--- src/rtl/uctl_mem_reader.sv ---
// -----------------------------------------------------------------------------
// uctl_mem_reader
//
// Read-side initiator for the controller's single-port packet memory.
// Takes a start address and byte count, issues one byte read per cycle on the
// memory's ce/rw_en/addr interface (1-cycle registered read latency), and
// streams the returned bytes out on a valid/ready interface towards the USB
// TX packet path. The block never writes memory, so rw_en is tied to read.
//
// Handshake semantics (stream side): a byte transfers on a rising edge of
// coreClk where strm_valid & strm_ready are both 1. While strm_valid=1 and
// strm_ready=0, strm_data and strm_last are held stable. strm_valid never
// depends combinationally on strm_ready.
//
// Ports
//   coreClk, coreRst  : clock, asynchronous active-high reset
//   rd_start          : 1-cycle pulse, latches rd_startAddr / rd_byteCnt (IDLE only)
//   rd_startAddr      : first byte address
//   rd_byteCnt        : bytes to read (0 -> immediate rd_done, no memory access)
//   rd_abort          : terminate current transfer (READ / DRAIN), no rd_done
//   rd_busy           : transfer in progress (READ or DRAIN)
//   rd_done           : 1-cycle pulse on normal completion
//   mem_ce, mem_addr  : registered memory chip enable / address
//   rw_en             : memory read/write select, constant 1 (read)
//   mem_rdData        : memory read data, valid the cycle after ce is sampled
//   strm_data/valid/ready/last : output byte stream
//   dbg_state         : current FSM state (IDLE=0, READ=1, DRAIN=2, DONE=3)
// -----------------------------------------------------------------------------
module uctl_mem_reader #(
  parameter int MEM_ADDR_SIZE = 15,
  parameter int MEM_DATA_SIZE = 8,
  parameter int CNT_SIZE      = 11
) (
  input  logic                     coreClk,
  input  logic                     coreRst,
  input  logic                     rd_start,
  input  logic [MEM_ADDR_SIZE-1:0] rd_startAddr,
  input  logic [CNT_SIZE-1:0]      rd_byteCnt,
  input  logic                     rd_abort,
  output logic                     rd_busy,
  output logic                     rd_done,
  output logic                     mem_ce,
  output logic                     rw_en,
  output logic [MEM_ADDR_SIZE-1:0] mem_addr,
  input  logic [MEM_DATA_SIZE-1:0] mem_rdData,
  output logic [MEM_DATA_SIZE-1:0] strm_data,
  output logic                     strm_valid,
  input  logic                     strm_ready,
  output logic                     strm_last,
  output logic [1:0]               dbg_state
);

  localparam int FIFO_DEPTH = 4;
  localparam logic [MEM_ADDR_SIZE-1:0] ADDR_ONE = {{(MEM_ADDR_SIZE-1){1'b0}}, 1'b1};
  localparam logic [CNT_SIZE-1:0]      CNT_ONE  = {{(CNT_SIZE-1){1'b0}}, 1'b1};

  typedef enum logic [1:0] {
    S_IDLE  = 2'd0,
    S_READ  = 2'd1,
    S_DRAIN = 2'd2,
    S_DONE  = 2'd3
  } state_t;

  // ---------------------------------------------------------------------------
  // State and datapath registers
  // ---------------------------------------------------------------------------
  state_t                   state_q, state_d;
  logic [MEM_ADDR_SIZE-1:0] addr_q, addr_d;       // next address to issue
  logic [CNT_SIZE-1:0]      rem_q, rem_d;         // reads still to issue

  // Issue stage: registered memory request plus a tag marking the final byte.
  logic                     mem_ce_q;
  logic [MEM_ADDR_SIZE-1:0] mem_addr_q;
  logic                     ce_last_q;

  // Return stage: memory sampled ce last edge, so mem_rdData is valid now.
  logic                     rv_q;
  logic                     rv_last_q;

  // 4-entry return FIFO; each entry carries its own last flag.
  logic [MEM_DATA_SIZE-1:0] fifo_data_q [FIFO_DEPTH];
  logic                     fifo_last_q [FIFO_DEPTH];
  logic [1:0]               wr_ptr_q, rd_ptr_q;
  logic [2:0]               fifo_cnt_q, fifo_cnt_d;

  // ---------------------------------------------------------------------------
  // Combinational control
  // ---------------------------------------------------------------------------
  logic                     issue;        // register a read on this edge
  logic [MEM_ADDR_SIZE-1:0] issue_addr;
  logic                     issue_last;   // this read fetches the final byte
  logic                     flush;        // abort: drop FIFO and in-flight reads
  logic                     push;
  logic                     pop;
  logic                     head_last;
  logic [3:0]               occ_sum;
  logic                     credit_ok;

  assign push      = rv_q;
  assign pop       = strm_valid & strm_ready;
  assign head_last = fifo_last_q[rd_ptr_q];

  // Every read already issued or buffered owns a FIFO slot. A pop on this edge
  // frees one, which is what lets the stream run at one byte per cycle.
  assign occ_sum   = {1'b0, fifo_cnt_q}
                   + {3'b000, mem_ce_q}
                   + {3'b000, rv_q}
                   - {3'b000, pop};
  assign credit_ok = (occ_sum < 4'd4);

  always_comb begin
    state_d    = state_q;
    addr_d     = addr_q;
    rem_d      = rem_q;
    issue      = 1'b0;
    issue_addr = addr_q;
    issue_last = 1'b0;
    flush      = 1'b0;

    case (state_q)
      S_IDLE: begin
        // Abort wins over a coincident start. The pipeline is empty in IDLE,
        // so the first read can be issued on the start edge itself.
        if (rd_start && !rd_abort) begin
          if (rd_byteCnt == '0) begin
            state_d = S_DONE;
          end else begin
            issue      = 1'b1;
            issue_addr = rd_startAddr;
            issue_last = (rd_byteCnt == CNT_ONE);
            addr_d     = rd_startAddr + ADDR_ONE;
            rem_d      = rd_byteCnt - CNT_ONE;
            state_d    = (rd_byteCnt == CNT_ONE) ? S_DRAIN : S_READ;
          end
        end
      end

      S_READ: begin
        if (rd_abort) begin
          flush   = 1'b1;
          rem_d   = '0;
          state_d = S_IDLE;
        end else if (credit_ok) begin
          // rem_q is at least 1 here: entering READ requires two or more bytes
          // and the final issue moves straight to DRAIN.
          issue      = 1'b1;
          issue_addr = addr_q;
          issue_last = (rem_q == CNT_ONE);
          addr_d     = addr_q + ADDR_ONE;   // wraps naturally at 2**MEM_ADDR_SIZE
          rem_d      = rem_q - CNT_ONE;
          if (rem_q == CNT_ONE) begin
            state_d = S_DRAIN;
          end
        end
      end

      S_DRAIN: begin
        if (rd_abort) begin
          flush   = 1'b1;
          state_d = S_IDLE;
        end else if (pop && head_last) begin
          state_d = S_DONE;
        end
      end

      S_DONE: begin
        // Single-cycle completion pulse; rd_start here is not looked at.
        state_d = S_IDLE;
      end

      default: begin
        state_d = S_IDLE;
      end
    endcase
  end

  // FIFO occupancy: simultaneous push and pop leave it unchanged.
  always_comb begin
    fifo_cnt_d = fifo_cnt_q;
    case ({push, pop})
      2'b10:   fifo_cnt_d = fifo_cnt_q + 3'd1;
      2'b01:   fifo_cnt_d = fifo_cnt_q - 3'd1;
      default: fifo_cnt_d = fifo_cnt_q;
    endcase
  end

  // ---------------------------------------------------------------------------
  // FSM, issue and return-pipe registers
  // ---------------------------------------------------------------------------
  always_ff @(posedge coreClk or posedge coreRst) begin
    if (coreRst) begin
      state_q    <= S_IDLE;
      addr_q     <= '0;
      rem_q      <= '0;
      mem_ce_q   <= 1'b0;
      mem_addr_q <= '0;
      ce_last_q  <= 1'b0;
      rv_q       <= 1'b0;
      rv_last_q  <= 1'b0;
    end else begin
      state_q   <= state_d;
      addr_q    <= addr_d;
      rem_q     <= rem_d;
      mem_ce_q  <= issue;
      ce_last_q <= issue & issue_last;
      if (issue) begin
        mem_addr_q <= issue_addr;
      end
      // The read registered last cycle returns data now; an abort discards it.
      rv_q      <= mem_ce_q & ~flush;
      rv_last_q <= ce_last_q & ~flush;
    end
  end

  // ---------------------------------------------------------------------------
  // Return FIFO
  // ---------------------------------------------------------------------------
  always_ff @(posedge coreClk or posedge coreRst) begin
    if (coreRst) begin
      wr_ptr_q   <= '0;
      rd_ptr_q   <= '0;
      fifo_cnt_q <= '0;
      for (int i = 0; i < FIFO_DEPTH; i++) begin
        fifo_data_q[i] <= '0;
        fifo_last_q[i] <= 1'b0;
      end
    end else if (flush) begin
      wr_ptr_q   <= '0;
      rd_ptr_q   <= '0;
      fifo_cnt_q <= '0;
    end else begin
      if (push) begin
        fifo_data_q[wr_ptr_q] <= mem_rdData;
        fifo_last_q[wr_ptr_q] <= rv_last_q;
        wr_ptr_q              <= wr_ptr_q + 2'd1;
      end
      if (pop) begin
        rd_ptr_q <= rd_ptr_q + 2'd1;
      end
      fifo_cnt_q <= fifo_cnt_d;
    end
  end

  // ---------------------------------------------------------------------------
  // Outputs
  // ---------------------------------------------------------------------------
  assign mem_ce     = mem_ce_q;
  assign mem_addr   = mem_addr_q;
  assign rw_en      = 1'b1;

  assign strm_valid = (fifo_cnt_q != 3'd0);
  assign strm_data  = fifo_data_q[rd_ptr_q];
  assign strm_last  = strm_valid & head_last;

  assign rd_busy    = (state_q == S_READ) || (state_q == S_DRAIN);
  assign rd_done    = (state_q == S_DONE);
  assign dbg_state  = state_q;

endmodule

--- config.mk ---
export PLATFORM = sky130hd
export DESIGN_NAME = uctl_mem_reader
export DESIGN_NICKNAME = d
export VERILOG_FILES = /design/src/rtl/uctl_mem_reader.sv
export SDC_FILE = /design/constraint.sdc
export NUM_CORES = 1
export LEC_CHECK = 0
export ABC_AREA = 1
export BUFFER_PORTS_ARGS = -buffer_cell sky130_fd_sc_hd__clkbuf_2
export CAP_MARGIN = 10
export CORE_ASPECT_RATIO = 1.75
export CORE_MARGIN = 2
export CORE_UTILIZATION = 55
export DETAILED_ROUTE_END_ITERATION = 6
export PLACE_DENSITY = 0.77
export SLEW_MARGIN = 20
export SYNTH_ARGS = -nofsm -noshare
export SYNTH_HDL_FRONTEND = slang
export SYNTH_SLANG_ARGS = --single-unit
--- constraint.sdc ---
create_clock -name coreClk -period 2.7 [get_ports coreClk]
set_input_delay 0.135 -clock coreClk [delete_from_list [all_inputs] [get_ports coreClk]]
set_output_delay 0.135 -clock coreClk [all_outputs]
set_load 0.02 [all_outputs]
== Yosys cells after proc, flatten, opt, wreduce, memory -nomap -nowiden ==
Index checks and enable logic that the tools add are counted.
Word-level totals
  flip-flop bits (word level): 90
  latch bits: 0
  bits in writable memories: 0
  ROM bits: 0
  input port bits: 39
  memories: 0
Cells by class
  add/sub/neg operators: 11
  $mul: 0
  divide/modulo/power cells: 0
  order comparisons: 4
  equality and inequality tests: 14
  shift operators: 0
  multiplexer cells: 52
  bitwise gates (word level): 8
  reductions and logical operators: 17
Operators by type and width (number)
  2-to-1 mux 15 bit: 7
  2-to-1 mux 11 bit: 4
  bitwise mux 32 bit: 1
  adder 15 x 1 -> 15 bit (second input constant): 2
  case mux 15 bit (2 select lines): 1
  2-to-1 mux 2 bit: 12
  2-to-1 mux 8 bit: 3
  equality test 11 x 1 -> 1 bit (second input constant): 2
  case mux 11 bit (2 select lines): 1
  subtractor 11 x 1 -> 11 bit (second input constant): 2
  binary-select mux 8 bit (select 2 bit): 1
  demux 8 bit (select 2 bit): 1
  2-to-1 mux 1 bit: 13
  logical NOT 11 bit: 1
  != test 3 bit (second input constant): 3
  != test 2 bit (second input constant): 4
  case mux 2 bit (4 select lines): 1
  AND reduction 4 bit: 2
  equality test 2 bit (second input constant): 3
  >= comparator 3 bit (second input constant): 2
  inverter 2 -> 3 bit: 2
  case mux 3 bit (2 select lines): 1
  nonzero test 2 bit: 3
  nonzero test 3 bit: 2
  23 further kinds: 32

== Depth between registers and ports, before layout ==
  word-level depth: 8
  gate-level depth with buffers: 17
  depth with buffers taken out: 17

== Least setup slack after synthesis ==
OpenSTA, ideal clock, no wires.
  kind: register to register
  start point: register fifo_cnt_q[0]
  end point: register addr_q[9]
  arrival: 2.183 ns
  required time: 2.583 ns
  setup slack: 0.399 ns
  stages on the path, launching flop included: 18
  cells stage by stage: dfrtp_1 -> inv_1 -> nand3_1 -> nand3_1 -> o21ai_0 -> ha_1 -> nand2_1 -> nand2_1 -> nand2_1 -> nand2_1 -> nand2_1 -> nand2_1 -> nand3_1 -> nand2_1 -> nand2_4 -> buf_6 -> nand2_1 -> nand2_1
On the way
  longest elaborated chain between the ends: 6
RTL lines
  from (decl): RTL line 84  | logic [2:0] fifo_cnt_q, fifo_cnt_d;
  from (signal assigned): RTL line 240  | fifo_cnt_q <= fifo_cnt_d;
  nonzero test 3 bit: RTL line 251  | assign strm_valid = (fifo_cnt_q != 3'd0);
  via strm_valid: RTL line 47  | output logic strm_valid,
  AND 1 bit: RTL line 100  | assign pop = strm_valid & strm_ready;
  subtractor 4 x 1 -> 4 bit: RTL line 108  | - {3'b000, pop};
  < comparator 4 x 3 -> 1 bit: RTL line 109  | assign credit_ok = (occ_sum < 4'd4);
  != test 2 bit (no source line)
  AND reduction 5 bit (no source line)
  to (signal assigned): RTL line 202  | addr_q <= addr_d;
  to (decl): RTL line 68  | logic [MEM_ADDR_SIZE-1:0] addr_q, addr_d;
The timed path passes the listed nets, and every way through them passes these cells.
A chain may end at the register's enable or synchronous reset.

== Worst setup path after layout ==
  start point: register state_q[1] (netlist: dbg_state[1])
  end point: register rem_q[3]
On the way
  longest elaborated chain between the ends: 3
RTL lines
  from (decl): RTL line 67  | state_t state_q, state_d;
  from (signal assigned): RTL line 201  | state_q <= state_d;
  equality test 2 x 1 -> 1 bit / logical NOT 2 bit (equally long branches): RTL line 120  | case (state_q)
  != test 3 bit (no source line) (tied with other cells)
  AND reduction 4 bit (no source line)
  to (signal assigned): RTL line 203  | rem_q <= rem_d;
  to (decl): RTL line 69  | logic [CNT_SIZE-1:0] rem_q, rem_d;
Parallel ways exist; a longest one is shown, timed or not.

==> summary.md <==
| Metric | Value |
|---|---|
| Status | finished, final reports clean |
| Hold_sp | mem_rdData[7] |
| CTS Root Cell | clkbuf_16 |
| Final core occ | 62.6% |
| Sequential area share after synthesis | 39.8% |
| DRC | 0 |
| Diode count | 0 |
| Hold Path Sink | fifo_data_q[23] |
| Fin nets | 911 |
| Critical path fanouts, max | 23 |
| Largest net degree at the start of global routing | 52 |
| Number of global-route vias before repair | 5460 |
| CTS Buf Count | 9 |
| Net Count, Synth | 849 |
| Die height | 138 um |
| Top cell type's share of synthesized area | 39.8% |
| Synth Warn # | 0 |
| Number of synthesized flops with an enable pin | 0 |
| Pre-antenna DRT Iters | 6 |
| CTS tree | built |
| Final Max Tran Viols | 0 |
| Clock skew | 0.00874 ns |
| Drt total wl | 14.4 mm |
| Met2 usage | 50.9% |
| Mean number of vias per cell | 5.41 |
| Clk buf depth | 2 |
| Gate Count Post-Synth | 793 |
| R2r setup slk | 0.32 ns |
| Area contributors post-synth | dfrtp_1 (40%), nand2_1 (20%), o21ai_0 (7.0%) |
| Area delta synth->final | 12.0% |
| Asr flop ratio synth | 100% |
| CTS H-tree lvls | 3 |
| HP Class | in -> reg |
| PwrDens | 1170 mW/mm^2 |
| Minimum clock period | 2.38 ns |
| Initial Util | 55.9% |
| Hold Path Depth | 3 |
| GRT Overall Usage | 27.3% |
| Post-synth design cell area | 0.00565 sq mm |
| R2R cell count | 10 |
| R2R Path Start | dbg_state[1] |
| Critical Path Sink Type | flop |
| Num ports | 70 |
| Initial antenna violation count | 0 |
| Slew @ Worst Pin | 0.719 ns |
| Register bit count reported by yosys | 90 |
| WP data required | 2.98 ns |
| Final worst setup slack | 0.323 ns |
| PortBufs | 68 |
| Unrepaired setup endpoints after global routing | no |
| Clk pin slew, worst setup/hold paths | 0.07 ns |
| Placed instance area | 0.00604 sq mm |
| Core region area | 0.0101 sq mm |
| # fillers | 935 |
| Most instantiated cells after synthesis | nand2_1 (294), dfrtp_1 (90), o21ai_0 (79) |
| Worst path arrival time | 2.66 ns |
| Synth area leader | dfrtp_1 |
| WL/cell | 14.6 um |
| Cell with the most instances after synthesis | nand2_1 |
| Leakage | 3.44 nW |
| Relative slew slack | 52.0% |
| Met3 global-route usage | 4.11% |
| Syn avg cell area | 7.13 sq um |
| Die width | 80.6 um |
| Register area | 0.00225 sq mm |
| Fmax | 0.421 GHz |
| GR peak layer | met2 |
| Global route overflow | 0 |
| Total Die Area | 0.0111 sq mm |
| Share of layout cells above drive strength 1 | 15.7% |
| Worst Setup Start Kind | flop |
| Max-cap check violation count | 0 |
| Multi-input gate area | 0.00289 sq mm |
| Setup Fix Bufs, Post-CTS | 0 |
| Power, Total | 7.40 mW |
| Initial DRC count | 294 |
| Final setup viols | 0 |
| Worst r2r dst | rem_q[3] |
| Predominant post-synthesis flop cell | dfrtp_1 |
| Post-synth cell types | 42 |
| GR Util met1 | 27.7% |
| Setup TNS | 0 ns |
| Pre-CTS WS | 0.204 ns |
| Global-route wire length before repair | 24.1 mm |
| HPWL after detailed placement | 10.9 mm |
| Post-route ant nets | 0 |
| Clk sinks | 90 |
| Placer Congestion | 1.04 |
| Vias | 5343 |
| Clock Latency Late Sink | 0.34 ns |
| Worst VDD drop | 0.000556 V |
| Fin crit share | 88.0% |
| CP Class | reg -> reg |
| Final Cell Area | 0.00633 sq mm |
| # rows | 49 |
| Final hold vios | 0 |
==> where the power goes <==
| part | leakage [nW] | total, mW | switching, mW | internal [mW] |
|---|---|---|---|---|
| registers | 1.16 | 2.32 | 0.434 | 1.89 |
| logic | 2.14 | 3.89 | 2.58 | 1.31 |
| clock network | 0.139 | 1.18 | 0.535 | 0.649 |
==> cell families (layout without fill, tap and decap cells) <==
group                    Yosys count  after routing  synth area share [%]
AO/OA/AOI/OAI                    115            115                  11.5
XOR/XNOR                           8              8                  1.24
adder cells (fa/ha/maj)           17             17                  3.90
buffers and inverters            108            175                  9.19
flip-flops                        90             90                  39.8
other                              1              1                0.0663
AND/OR/NAND/NOR                  454            454                  34.3
==> metrics by stage <==
| stage | hold slack (ns) | std cells |
|---|---|---|
| after floorplan | 0.323 | 793 |
| after global placement | 0.239 | 970 |
| after detailed placement | 0.251 | 970 |
| after CTS | 0.0781 | 987 |
| after global routing | 0.111 | 987 |
| final | 0.0934 | 987 |
==> layout by cell type, fill, tap and decap left out, types with 6 or more instances in the layout <==
cell type,n
nand2_1,293
dfrtp_1,90
o21ai_0,79
inv_1,76
clkbuf_2,68
nand3_1,65
nor2_1,54
ha_1,16
o21ai_2,10
o22ai_1,10
clkbuf_16,9
buf_4,8
nand2_2,7
a21oi_1,7
nand4_1,7
nor2_2,6
nand3b_1,6
==> layer usage <==
| layer | vias to the layer above | part of all wire (%) |
|---|---|---|
| met5 | - | 0 |
| met1 | 2459 | 36 |
| met3 | 57 | 4.1 |
| li1 | 2650 | - |
| met4 | 0 | 4.6 |
| met2 | 177 | 55 |
==> critical path, cell delays in order, from the launching register on <==
cell and delay (ns):
dfrtp_1 0.43, inv_1 0.10, ha_1 0.22, buf_12 0.17
inv_4 0.03, buf_4 0.22, o21ai_4 0.52, nand2_4 0.24
inv_2 0.22, nand2_1 0.08, nand2_1 0.07
==> worst max path at each step <==
stage / start / end / slack, ns / cells past startpoint
final: dbg_state[1] / rem_q[3] / 0.32 / 10
after global routing: fifo_cnt_q[0] / addr_q[14] / 0.06 / 16
after CTS: fifo_cnt_q[0] / addr_q[14] / 0.20 / 15
after detailed placement: fifo_cnt_q[2] / addr_q[14] / 0.20 / 15
after global placement: fifo_cnt_q[1] / addr_q[13] / 0.30 / 16
after floorplan: coreRst / addr_q[0] / 0.23 / 1
==> sequential cells by signal (all words and copies together) (netlist names) <==
name         flops
wr_ptr_q         2
dbg_state        2
fifo_last_q      4
fifo_cnt_q       3
rem_q           11
rd_ptr_q         2
ce_last_q        1
push             1
mem_addr        15
rv_last_q        1
addr_q          15
fifo_data_q     32
mem_ce           1
==> cell type report <==
type	instances	area share [%]
sequential	90	35.6
timing repair buffer	79	7.11
multi-input combinational	595	45.6
clock inverter	6	0.632
clock buffer	10	3.77
tap	127	2.51
inverter	80	4.80
==> timing repair <==
action | CTS | global route
hold buffers | 1 | 0
hold endpoints to repair | 39 | 0
endpoints found under the setup margin | 0 | 17
resized for setup | 0 | 2
Power figures use the tool's default switching activity.
